## src/rtl/dmem_pkg.sv

```systemverilog
// Shared types and constants for the data-memory arbiter.
package dmem_pkg;

   localparam int unsigned DEFAULT_DATA_WIDTH   = 32;
   localparam int unsigned DEFAULT_MEMORY_DEPTH = 8;

   typedef enum logic [1:0] {
      IDLE  = 2'd0,
      SERVE = 2'd1,
      RESP  = 2'd2
   } state_t;

   localparam logic PORT_CPU    = 1'b0;
   localparam logic PORT_LOADER = 1'b1;

endpackage

```

## src/rtl/rr_arbiter2.sv

```systemverilog
// Two-way round-robin pick: a tie goes to the port that did not win last.
module rr_arbiter2
   import dmem_pkg::*;
(
   input  logic req0,
   input  logic req1,
   input  logic last_grant,
   output logic grant_valid,
   output logic grant_idx
);

   always_comb begin
      grant_valid = req0 | req1;
      grant_idx   = PORT_CPU;
      if (req0 && req1) begin
         grant_idx = ~last_grant;
      end else if (req1) begin
         grant_idx = PORT_LOADER;
      end
   end

endmodule

```

## src/rtl/dmem_arbiter.sv

```systemverilog
// Two-port arbiter and sequencer in front of a single-port data memory.
module dmem_arbiter
   import dmem_pkg::*;
#(
   parameter int unsigned DATA_WIDTH   = DEFAULT_DATA_WIDTH,
   parameter int unsigned MEMORY_DEPTH = DEFAULT_MEMORY_DEPTH
) (
   input  logic                    clk,
   input  logic                    reset,
   input  logic                    req0,
   input  logic                    we0,
   input  logic [MEMORY_DEPTH-1:0] addr0,
   input  logic [DATA_WIDTH-1:0]   wdata0,
   output logic                    ack0,
   output logic [DATA_WIDTH-1:0]   rdata0,
   output logic                    err0,
   input  logic                    req1,
   input  logic                    we1,
   input  logic [MEMORY_DEPTH-1:0] addr1,
   input  logic [DATA_WIDTH-1:0]   wdata1,
   output logic                    ack1,
   output logic [DATA_WIDTH-1:0]   rdata1,
   output logic                    err1,
   output logic                    mem_write,
   output logic                    mem_read,
   output logic [MEMORY_DEPTH-1:0] mem_address,
   output logic [DATA_WIDTH-1:0]   mem_write_data,
   input  logic [DATA_WIDTH-1:0]   mem_read_data
);

   state_t                  state, next_state;
   logic                    owner, last_grant;
   logic                    we_q, oor_q;
   logic [MEMORY_DEPTH-1:0] addr_q;
   logic [DATA_WIDTH-1:0]   wdata_q;
   logic                    grant_valid, grant_idx;
   logic                    latch;
   logic [MEMORY_DEPTH-1:0] sel_addr;
   logic [DATA_WIDTH-1:0]   rd_word;

   rr_arbiter2 u_rr (
      .req0        (req0),
      .req1        (req1),
      .last_grant  (last_grant),
      .grant_valid (grant_valid),
      .grant_idx   (grant_idx)
   );

   assign sel_addr = grant_idx ? addr1 : addr0;
   assign rd_word  = (!we_q && !oor_q) ? mem_read_data : '0;

   always_ff @(posedge clk) begin
      if (reset) state <= IDLE;
      else       state <= next_state;
   end

   // Memory strobes are only live in SERVE; a write is killed by a same-cycle reset.
   always_comb begin
      next_state     = state;
      latch          = 1'b0;
      ack0           = 1'b0;
      ack1           = 1'b0;
      mem_write      = 1'b0;
      mem_read       = 1'b0;
      mem_address    = '0;
      mem_write_data = '0;
      case (state)
         IDLE: begin
            if (grant_valid) begin
               next_state = SERVE;
               latch      = 1'b1;
            end
         end
         SERVE: begin
            next_state     = RESP;
            mem_address    = addr_q;
            mem_write      = we_q & ~oor_q & ~reset;
            mem_read       = ~we_q & ~oor_q;
            mem_write_data = wdata_q;
         end
         RESP: begin
            next_state = IDLE;
            ack0       = (owner == PORT_CPU);
            ack1       = (owner == PORT_LOADER);
         end
         default: next_state = IDLE;
      endcase
   end

   // Request latch on grant, response capture at the end of SERVE.
   always_ff @(posedge clk) begin
      if (reset) begin
         owner      <= PORT_CPU;
         last_grant <= PORT_LOADER;
         we_q       <= 1'b0;
         oor_q      <= 1'b0;
         addr_q     <= '0;
         wdata_q    <= '0;
         rdata0     <= '0;
         rdata1     <= '0;
         err0       <= 1'b0;
         err1       <= 1'b0;
      end else begin
         if (latch) begin
            owner   <= grant_idx;
            we_q    <= grant_idx ? we1 : we0;
            addr_q  <= sel_addr;
            wdata_q <= grant_idx ? wdata1 : wdata0;
            oor_q   <= (sel_addr >= MEMORY_DEPTH'(MEMORY_DEPTH));
         end
         if (state == SERVE) begin
            last_grant <= owner;
            if (owner == PORT_CPU) begin
               rdata0 <= rd_word;
               err0   <= oor_q;
            end else begin
               rdata1 <= rd_word;
               err1   <= oor_q;
            end
         end
      end
   end

endmodule

```

## config.mk

```make
export PLATFORM = sky130hd
export DESIGN_NAME = dmem_arbiter
export DESIGN_NICKNAME = d
export VERILOG_FILES = /design/src/rtl/dmem_pkg.sv /design/src/rtl/rr_arbiter2.sv /design/src/rtl/dmem_arbiter.sv
export SDC_FILE = /design/constraint.sdc
export NUM_CORES = 1
export LEC_CHECK = 0
export ABC_AREA = 1
export BUFFER_PORTS_ARGS = -buffer_cell sky130_fd_sc_hd__buf_2
export CORE_MARGIN = 3
export CORE_UTILIZATION = 35
export DETAILED_ROUTE_END_ITERATION = 12
export GPL_ROUTABILITY_DRIVEN = 0
export SLEW_MARGIN = 10
export SYNTH_ARGS = -nofsm -noshare
export SYNTH_HDL_FRONTEND = slang
export SYNTH_SLANG_ARGS = --single-unit
```

## constraint.sdc

```tcl
create_clock -name clk -period 3.6 [get_ports clk]
set_input_delay 0.36 -clock clk [delete_from_list [all_inputs] [get_ports clk]]
set_output_delay 0.36 -clock clk [all_outputs]
set_load 0.02 [all_outputs]
```

# --- After elaboration in Yosys (flattened, before gate mapping) ---
# Index checks and enable logic that the tools add are counted.
totals:
  input_bits: 118
  register_bits: 112
  word_cells: 47
classes:
  eq_ne: 3
  reduce_logical: 7
  bitwise_logic: 9
  n_lt_le_gt_ge: 1
  mux: 16
op_table:
  columns: ["cell", "n"]
  rows:
  - ["32-bit two-way mux", 3]
  - ["8-bit two-way mux", 2]
  - ["1-bit two-way mux", 9]
  - ["8-bit by 4-bit >= comparator with 1-bit output (second input constant)", 1]
  - ["1-bit inverter", 5]
  - ["2-bit one-hot mux with 2 select lines", 1]
  - ["2-bit AND reduction", 2]
  - ["1-bit bitwise AND", 3]
  - ["2-bit by 1-bit == test with 1-bit output (second input constant)", 1]
  - ["2-bit == test (second input constant)", 1]
  - ["1-bit logical AND", 2]
  - ["1-bit zero test", 2]
  - ["2-bit zero test", 1]
  - ["2-bit two-way mux", 1]
  - ["2-bit != test (second input constant)", 1]
  - ["1-bit OR", 1]

# --- Logic depth before layout (Yosys ltp) ---
# Gate-level depths: netlist of the first run.
logic_depth:
  depth_word: 4
  ltp_mapped: 9
  ltp_nobuf: 8

# --- Modules after synthesis ---
# A second synthesis of the first run with hierarchy kept.
unflattened:
  hier_cells: 749
  hier_area_um2: 5039.8
modules_own_cells:
  columns: ["mod", "area_per_inst_um2", "instances", "cells_each", "seq_area_each_um2"]
  rows:
  - ["dmem_arbiter", 5024.8, 1, 746, 2242.2]
  - ["rr_arbiter2", 15.0, 1, 3, 0.0]

# --- Worst setup path after synthesis of the first run ---
# OpenSTA, ideal clock, no wires.
synth_path:
  kind: "reg2out"
  startpoint: "reg state[0]"
  endpoint: "out mem_write"
  required_ns: 3.240
  setup_slack_ns: 2.037
  stages_incl_launch_ff: 5
  arrival_time_ns: 1.203
  path_buffers: 0
  cell_sequence: "dfxtp_1 > inv_2 > nor2_4 > inv_4 > nor4_1"
synth_between:
  elab_chain_len: 2
synth_lines:
  columns: ["element", "line", "rtl"]
  rows:
  - ["start, declared", "dmem_arbiter.sv:31", "state_t state, next_state;"]
  - ["start signal, assigned", "dmem_arbiter.sv:54", "else state <= next_state;"]
  - ["2-bit by 1-bit == test with 1-bit output", "dmem_arbiter.sv:67", "case (state)"]
  - ["1-bit two-way mux", "dmem_arbiter.sv:67", null]
  - ["end, declared", "dmem_arbiter.sv:24", "output logic mem_write,"]
# Every way passes these cells.

# --- Final worst setup path of the first run ---
layout_path:
  startpoint: "reg oor_q"
  endpoint: "out mem_read"
layout_between:
  elab_chain_len: 3
layout_lines:
  columns: ["element", "line", "rtl"]
  rows:
  - ["start, declared", "dmem_arbiter.sv:33", "logic we_q, oor_q;"]
  - ["start signal, assigned", "dmem_arbiter.sv:109", "oor_q <= (sel_addr >= MEMORY_DEPTH'(MEMORY_DEPTH));"]
  - ["1-bit inverter", "dmem_arbiter.sv:78", "mem_read = ~we_q & ~oor_q;"]
  - ["1-bit bitwise AND", "dmem_arbiter.sv:78", null]
  - ["1-bit two-way mux", "dmem_arbiter.sv:67", null]
  - ["end, declared", "dmem_arbiter.sv:25", "output logic mem_read,"]
# Every way passes these cells.

==> metrics.cfg, run 1 <==
[timing]
clock.fmax_mhz = 438
maxSlewHeadroom = 0.363
fin_crit_sh = 0.634
skew_ps = 10.7
finalMaxSlewViolations = 0
worst_pin_slew_ps = 953
period_minus_slack_ps = 2280
hold_viol_final = 0
rsz0062_at_grt = no
setup_viol = 0
fin_tns_setup_ps = 0

[floorplanning]
chipWidth_um = 125
die_h_um = 125
core.rowCount = 42
dieArea_um2 = 15500
boundaryPins = 228
core_region_area_um2 = 13500
start_util = 0.364

[setup_path]
timing.rr.end = rdata0[7]
r2r_setup_slack_ps = 1660
worst_setup_path_end_kind = output port
critical_path.startpoint = oor_q
rr_startpoint = state[0]
critPathKind = flop to output port
rr_worst_depth = 7
required_ps = 3240
critPathLaunchType = flop
cp_max_fo = 24
crit_arrival_ps = 1920

[global_route]
grt_pass1_vias = 4697
grt_max_degree = 53
grt_pass1_wl_mm = 24.0
track_usage = 0.189
overflow = 0
grt_antenna_before_repair = 0

[yosys]
synthMuxAreaShare = 0
yosys_warnings = 0
yosysSeqAreaShare = 0.456
synth_xor_area_frac = 0
synth_area_per_cell_um2 = 7.01
yosysUniqueCellTypes = 25
synth_nets = 820
netlist_instances = 702
synth_compound_area_frac = 0.171
synthSimpleGateAreaFrac = 0.248
netlist_area_um2 = 4920
synth_top_family_by_area = simple AND/OR/NAND/NOR gates
synthAdderAreaFrac = 0
ys_seq_elements = 112

[clock_network]
cts_setup_buffers = 0
cts_made_buffers = 9
cts_tree = done
clock_latency_ps = 350
root_buffer = clkbuf_16
cts_buffer_depth = 2
clkTransAtPathRegs_ps = 80
cts_repair_resize_count = 0
htree_levels = 3
cts_sinks = 112
postCtsHoldBufs = 0

[routing]
drt_wl_total_mm = 14.9
viasPerCell = 4.60
num_vias = 4968
wl_per_cell_um = 13.8
drt_first_pass_iters = 4
drc = 0
drt-initial-drc-count = 373
ant_nets = 0

[power]
p_leak_nw = 3.41
ir_worst_vdd_uv = 252
powerDensity_nw_per_um2 = 495

[placed_design]
dp_cells = 1063
port_buffers = 227
dp_hpwl_mm = 10.3

[outcome]
outcome = finished clean

[worst_hold_path]
min_path_cells = 3
hold_end = wdata_q[5]
min_path_type = input port to flop
min_from = wdata0[5]

[layout]
stdcell_count = 1079
register_area_um2 = 2240
area_growth_pct = 29.2
num-nets-final = 1016
layout-drive-gt1-share = 0.300
diodes = 0
fillers = 1442
multi_input_area_um2 = 2060

[flow_run]
cap_violations = 0

-- final cells by class --
| class | instances | share of cell area |
|---|---|---|
| sequential | 112 | 0.352 |
| multi-input combinational | 459 | 0.325 |
| timing repair buffer | 233 | 0.186 |
| inverter | 83 | 0.0498 |
| clock buffer | 9 | 0.0354 |
| tap | 176 | 0.0346 |
| clock inverter | 7 | 0.0175 |
-- logic make-up after synthesis --
group                  count (synthesis)
buffers and inverters                131
flip-flops                           112
AND/OR/NAND/NOR                      303
AO/OA/AOI/OAI                        156
-- where the power goes --
part	leakage [nW]	internal (mW)	switching [mW]	total, mW
clock network	0.166	0.629	0.490	1.12
registers	0.921	1.35	0.0554	1.41
logic	2.33	0.207	0.417	0.624
-- layout by cell type, fill, tap and decap left out --
master / netlist / layout
a211oi_1: 1 / 1
a21boi_0: 1 / 1
a21oi_1: 7 / 7
a21oi_2: 2 / 2
a31oi_1: 40 / 40
buf_2: 14 / 227
buf_4: 5 / 6
bufinv_16: 0 / 2
clkbuf_16: 0 / 9
clkinv_4: 0 / 1
dfxtp_1: 112 / 112
inv_1: 76 / 76
inv_2: 5 / 5
inv_4: 2 / 2
inv_6: 0 / 1
inv_8: 0 / 3
nand2_1: 89 / 89
nand2_2: 2 / 2
nand3_1: 7 / 7
nor2_1: 191 / 191
nor2_2: 7 / 7
nor2_4: 2 / 2
nor2_8: 2 / 2
nor3_1: 2 / 2
nor4_1: 1 / 1
o21ai_0: 93 / 93
o21ai_1: 12 / 12
-- routing by layer --
metal | up-vias | global-route usage | routed length, um
met5 | - | 0 | 0
met4 | 0 | 0.0477 | 221
met3 | 14 | 0.0587 | 973
met2 | 154 | 0.307 | 6930
met1 | 2199 | 0.243 | 6800
li1 | 2601 | - | -
-- worst max path at each step --
stage	endpoint	slack, ps	cells past startpoint
4_1_cts	mem_read	1200	4
6_report	mem_read	1320	4
3_5_place_dp	mem_read	1600	4
2_1_floorplan	mem_write	2040	4
5_1_grt	mem_read	1120	4
3_3_place_gp	mem_read	1610	4
-- through the flow --
step | power, mW | utilization | hold WS [ps] | area, um2 | setup WS [ps]
final | 3.15 | 0.471 | 264 | 6360 | 1320
after global routing | 3.34 | 0.471 | 251 | 6360 | 1120
after detailed placement | 2.07 | 0.446 | 465 | 6020 | 1600
after floorplan | 1.86 | - | 437 | 4920 | 2040
after CTS | 3.20 | 0.471 | 244 | 6360 | 1200
after global placement | 2.06 | 0.446 | 462 | 6020 | 1610
-- sequential cells by signal (all words and copies together), names as in the netlist --
| register | cells |
|---|---|
| rdata0 | 32 |
| err0 | 1 |
| owner | 1 |
| err1 | 1 |
| state | 2 |
| oor_q | 1 |
| wdata_q | 32 |
| last_grant | 1 |
| we_q | 1 |
| addr_q | 8 |
| rdata1 | 32 |
-- worst max-delay path, stage by stage, from the launching register on --
cell     delay, ps
dfxtp_1        310
inv_1          130
nand2_1        570
nor2_1         340
buf_2          210
-- Yosys cell counts --
| cell | instances | area share |
|---|---|---|
| inv_2 | 5 | 0.0038 |
| nor2_8 | 2 | 0.0081 |
| buf_4 | 5 | 0.0076 |
| inv_4 | 2 | 0.0025 |
| o21ai_0 | 93 | 0.095 |
| clkbuf_1 | 14 | 0.011 |
| nor2_4 | 2 | 0.0046 |
| dfxtp_1 | 112 | 0.46 |
| nor3_1 | 2 | 0.0020 |
| nor2_2 | 7 | 0.0089 |
| inv_1 | 76 | 0.058 |
| nor2_1 | 191 | 0.15 |
| a211oi_1 | 1 | 0.0015 |
| nand2_2 | 2 | 0.0025 |
| nand3_1 | 7 | 0.0071 |
| a31oi_1 | 40 | 0.051 |
| buf_1 | 4 | 0.0030 |
| nand2_1 | 89 | 0.068 |
| a21boi_0 | 1 | 0.0015 |
| a21oi_1 | 7 | 0.0071 |
| o21ai_1 | 12 | 0.012 |
| buf_2 | 14 | 0.014 |
| nor4_1 | 1 | 0.0013 |
| buf_6 | 11 | 0.025 |
| a21oi_2 | 2 | 0.0036 |
No activity file was read; power rests on OpenSTA's default activity.
==> run 2, diff against run 1 <==
==> constraint.sdc (replaced) <==
create_clock -name clk -period 2.3 [get_ports clk]
set_input_delay 0.23 -clock clk [delete_from_list [all_inputs] [get_ports clk]]
set_output_delay 0.23 -clock clk [all_outputs]
set_load 0.02 [all_outputs]
==> run 2 against run 1 <==
Clock skew shrank 1.0 ps. Non-clock buffer count unchanged. Register-to-register slack worse by 1100 ps.
==> metrics.cfg, run 2 (synthesis gave the netlist of run 1 again) <==
[power]
power_frac_seq = 0.455
p_comb_frac = 0.203
powerDensity_nw_per_um2 = 760
intPower_mw = 3.36
p_leak_nw = 3.42
ir_worst_vdd_uv = 559
p_sw_frac = 0.307
clock_power_share = 0.343
p_switching_mw = 1.49

[timing]
period_minus_slack_ps = 1750
setup_viol = 0
fin_tns_setup_ps = 0
maxSlewHeadroom = 0.572
rsz0062_at_grt = no
fin_crit_sh = 0.761
skew_ps = 9.62
worst_pin_slew_ps = 641
clock.fmax_mhz = 571
hold_viol_final = 0
finalMaxSlewViolations = 0

[floorplanning]
core_region_area_um2 = 13500
dieArea_um2 = 15500
boundaryPins = 228
die_h_um = 125
start_util = 0.364
core.rowCount = 42
chipWidth_um = 125

[routing]
drt-initial-drc-count = 330
drc = 0
drt_wl_total_mm = 14.8
viasPerCell = 4.63
wl_per_cell_um = 13.7
ant_nets = 0
drt_first_pass_iters = 5
num_vias = 5000

[clock_network]
cts_repair_resize_count = 0
clkTransAtPathRegs_ps = 70
postCtsHoldBufs = 0
cts_tree = done
cts_sinks = 112
cts_made_buffers = 9
cts_buffer_depth = 2
cts_setup_buffers = 0
htree_levels = 3
root_buffer = clkbuf_16
clock_latency_ps = 360

[setup_path]
critPathLaunchType = flop
critPathKind = flop to flop
cp_max_fo = 46
required_ps = 2550
worst_setup_path_end_kind = flop
crit_arrival_ps = 2000

[placed_design]
place_area_um2 = 6060
port_buffers = 227
dp_hpwl_mm = 10.4

[layout]
num-nets-final = 1016
reg.largest.list = rdata0 x32, rdata1 x32, wdata_q x32
layout-drive-gt1-share = 0.300
fin_area_um2 = 6380
final_common_cell = buf_2
final_cell_mix = 227 x buf_2, 191 x nor2_1, 112 x dfxtp_1
area_growth_pct = 29.7

[global_route]
grt_antenna_before_repair = 1
track_usage = 0.188
grt_pass1_wl_mm = 24.1
grt_max_degree = 76
overflow = 0
grt_pass1_vias = 4720

[worst_hold_path]
min_path_type = input port to flop

[outcome]
outcome = finished clean

[flow_run]
cap_violations = 0

run 2: power groups by stage:
| stage | Combinational (mW) | Sequential [mW] | Clock (mW) |
|---|---|---|---|
| after floorplan | 0.573 | 2.33 | 0 |
| after global placement | 0.993 | 2.25 | 0 |
| after detailed placement | 0.995 | 2.25 | 0 |
| after CTS | 0.998 | 2.21 | 1.71 |
| after global routing | 1.11 | 2.23 | 1.78 |
| final | 0.983 | 2.21 | 1.66 |
run 2: path summary, 6_finish.rpt:
kind	to	slack, ps	cells past startpoint	startpoint
worst min register to register	addr_q[3]	480	2	addr_q[3]
worst min-delay path	wdata_q[26]	130	3	wdata0[26]
worst max register to register	rdata1[27]	550	7	state[0]
worst max-delay path	rdata1[27]	550	7	state[0]
run 2: routing by layer:
metal | vias to the layer above | global-route usage | share of wire
met5 | - | 0 | 0
met4 | 0 | 0.0767 | 0.022
met3 | 23 | 0.0493 | 0.061
met2 | 165 | 0.296 | 0.46
met1 | 2212 | 0.244 | 0.46
li1 | 2600 | - | -
run 2: cell type report:
type / count / area, um2
Clock buffer: 11 / 253
Tap cell: 176 / 220
Inverter: 83 / 317
Fill cell: 1410 / 7120
Antenna cell: 1 / 2.50
Clock inverter: 5 / 65.1
Multi-Input combinational cell: 459 / 2060
Timing Repair Buffer: 233 / 1220
Sequential cell: 112 / 2240
run 2: critical path: stages (launching register included):
cell     delay [ps]
dfxtp_1         360
inv_2            60
nor2_4          100
inv_4           190
nor2_8          430
inv_4           250
nor2_1          170
nor2_1           60
run 2: through the flow:
step	total power, mW	utilization	setup WS (ps)	instances	hold WS (ps)
global route	5.12	0.473	325	1080	118
finish	4.85	0.473	549	1080	126
CTS	4.91	0.472	515	1079	110
detailed placement	3.24	0.449	533	1063	462
global placement	3.24	0.449	576	1063	458
floorplan	2.91	-	867	702	389
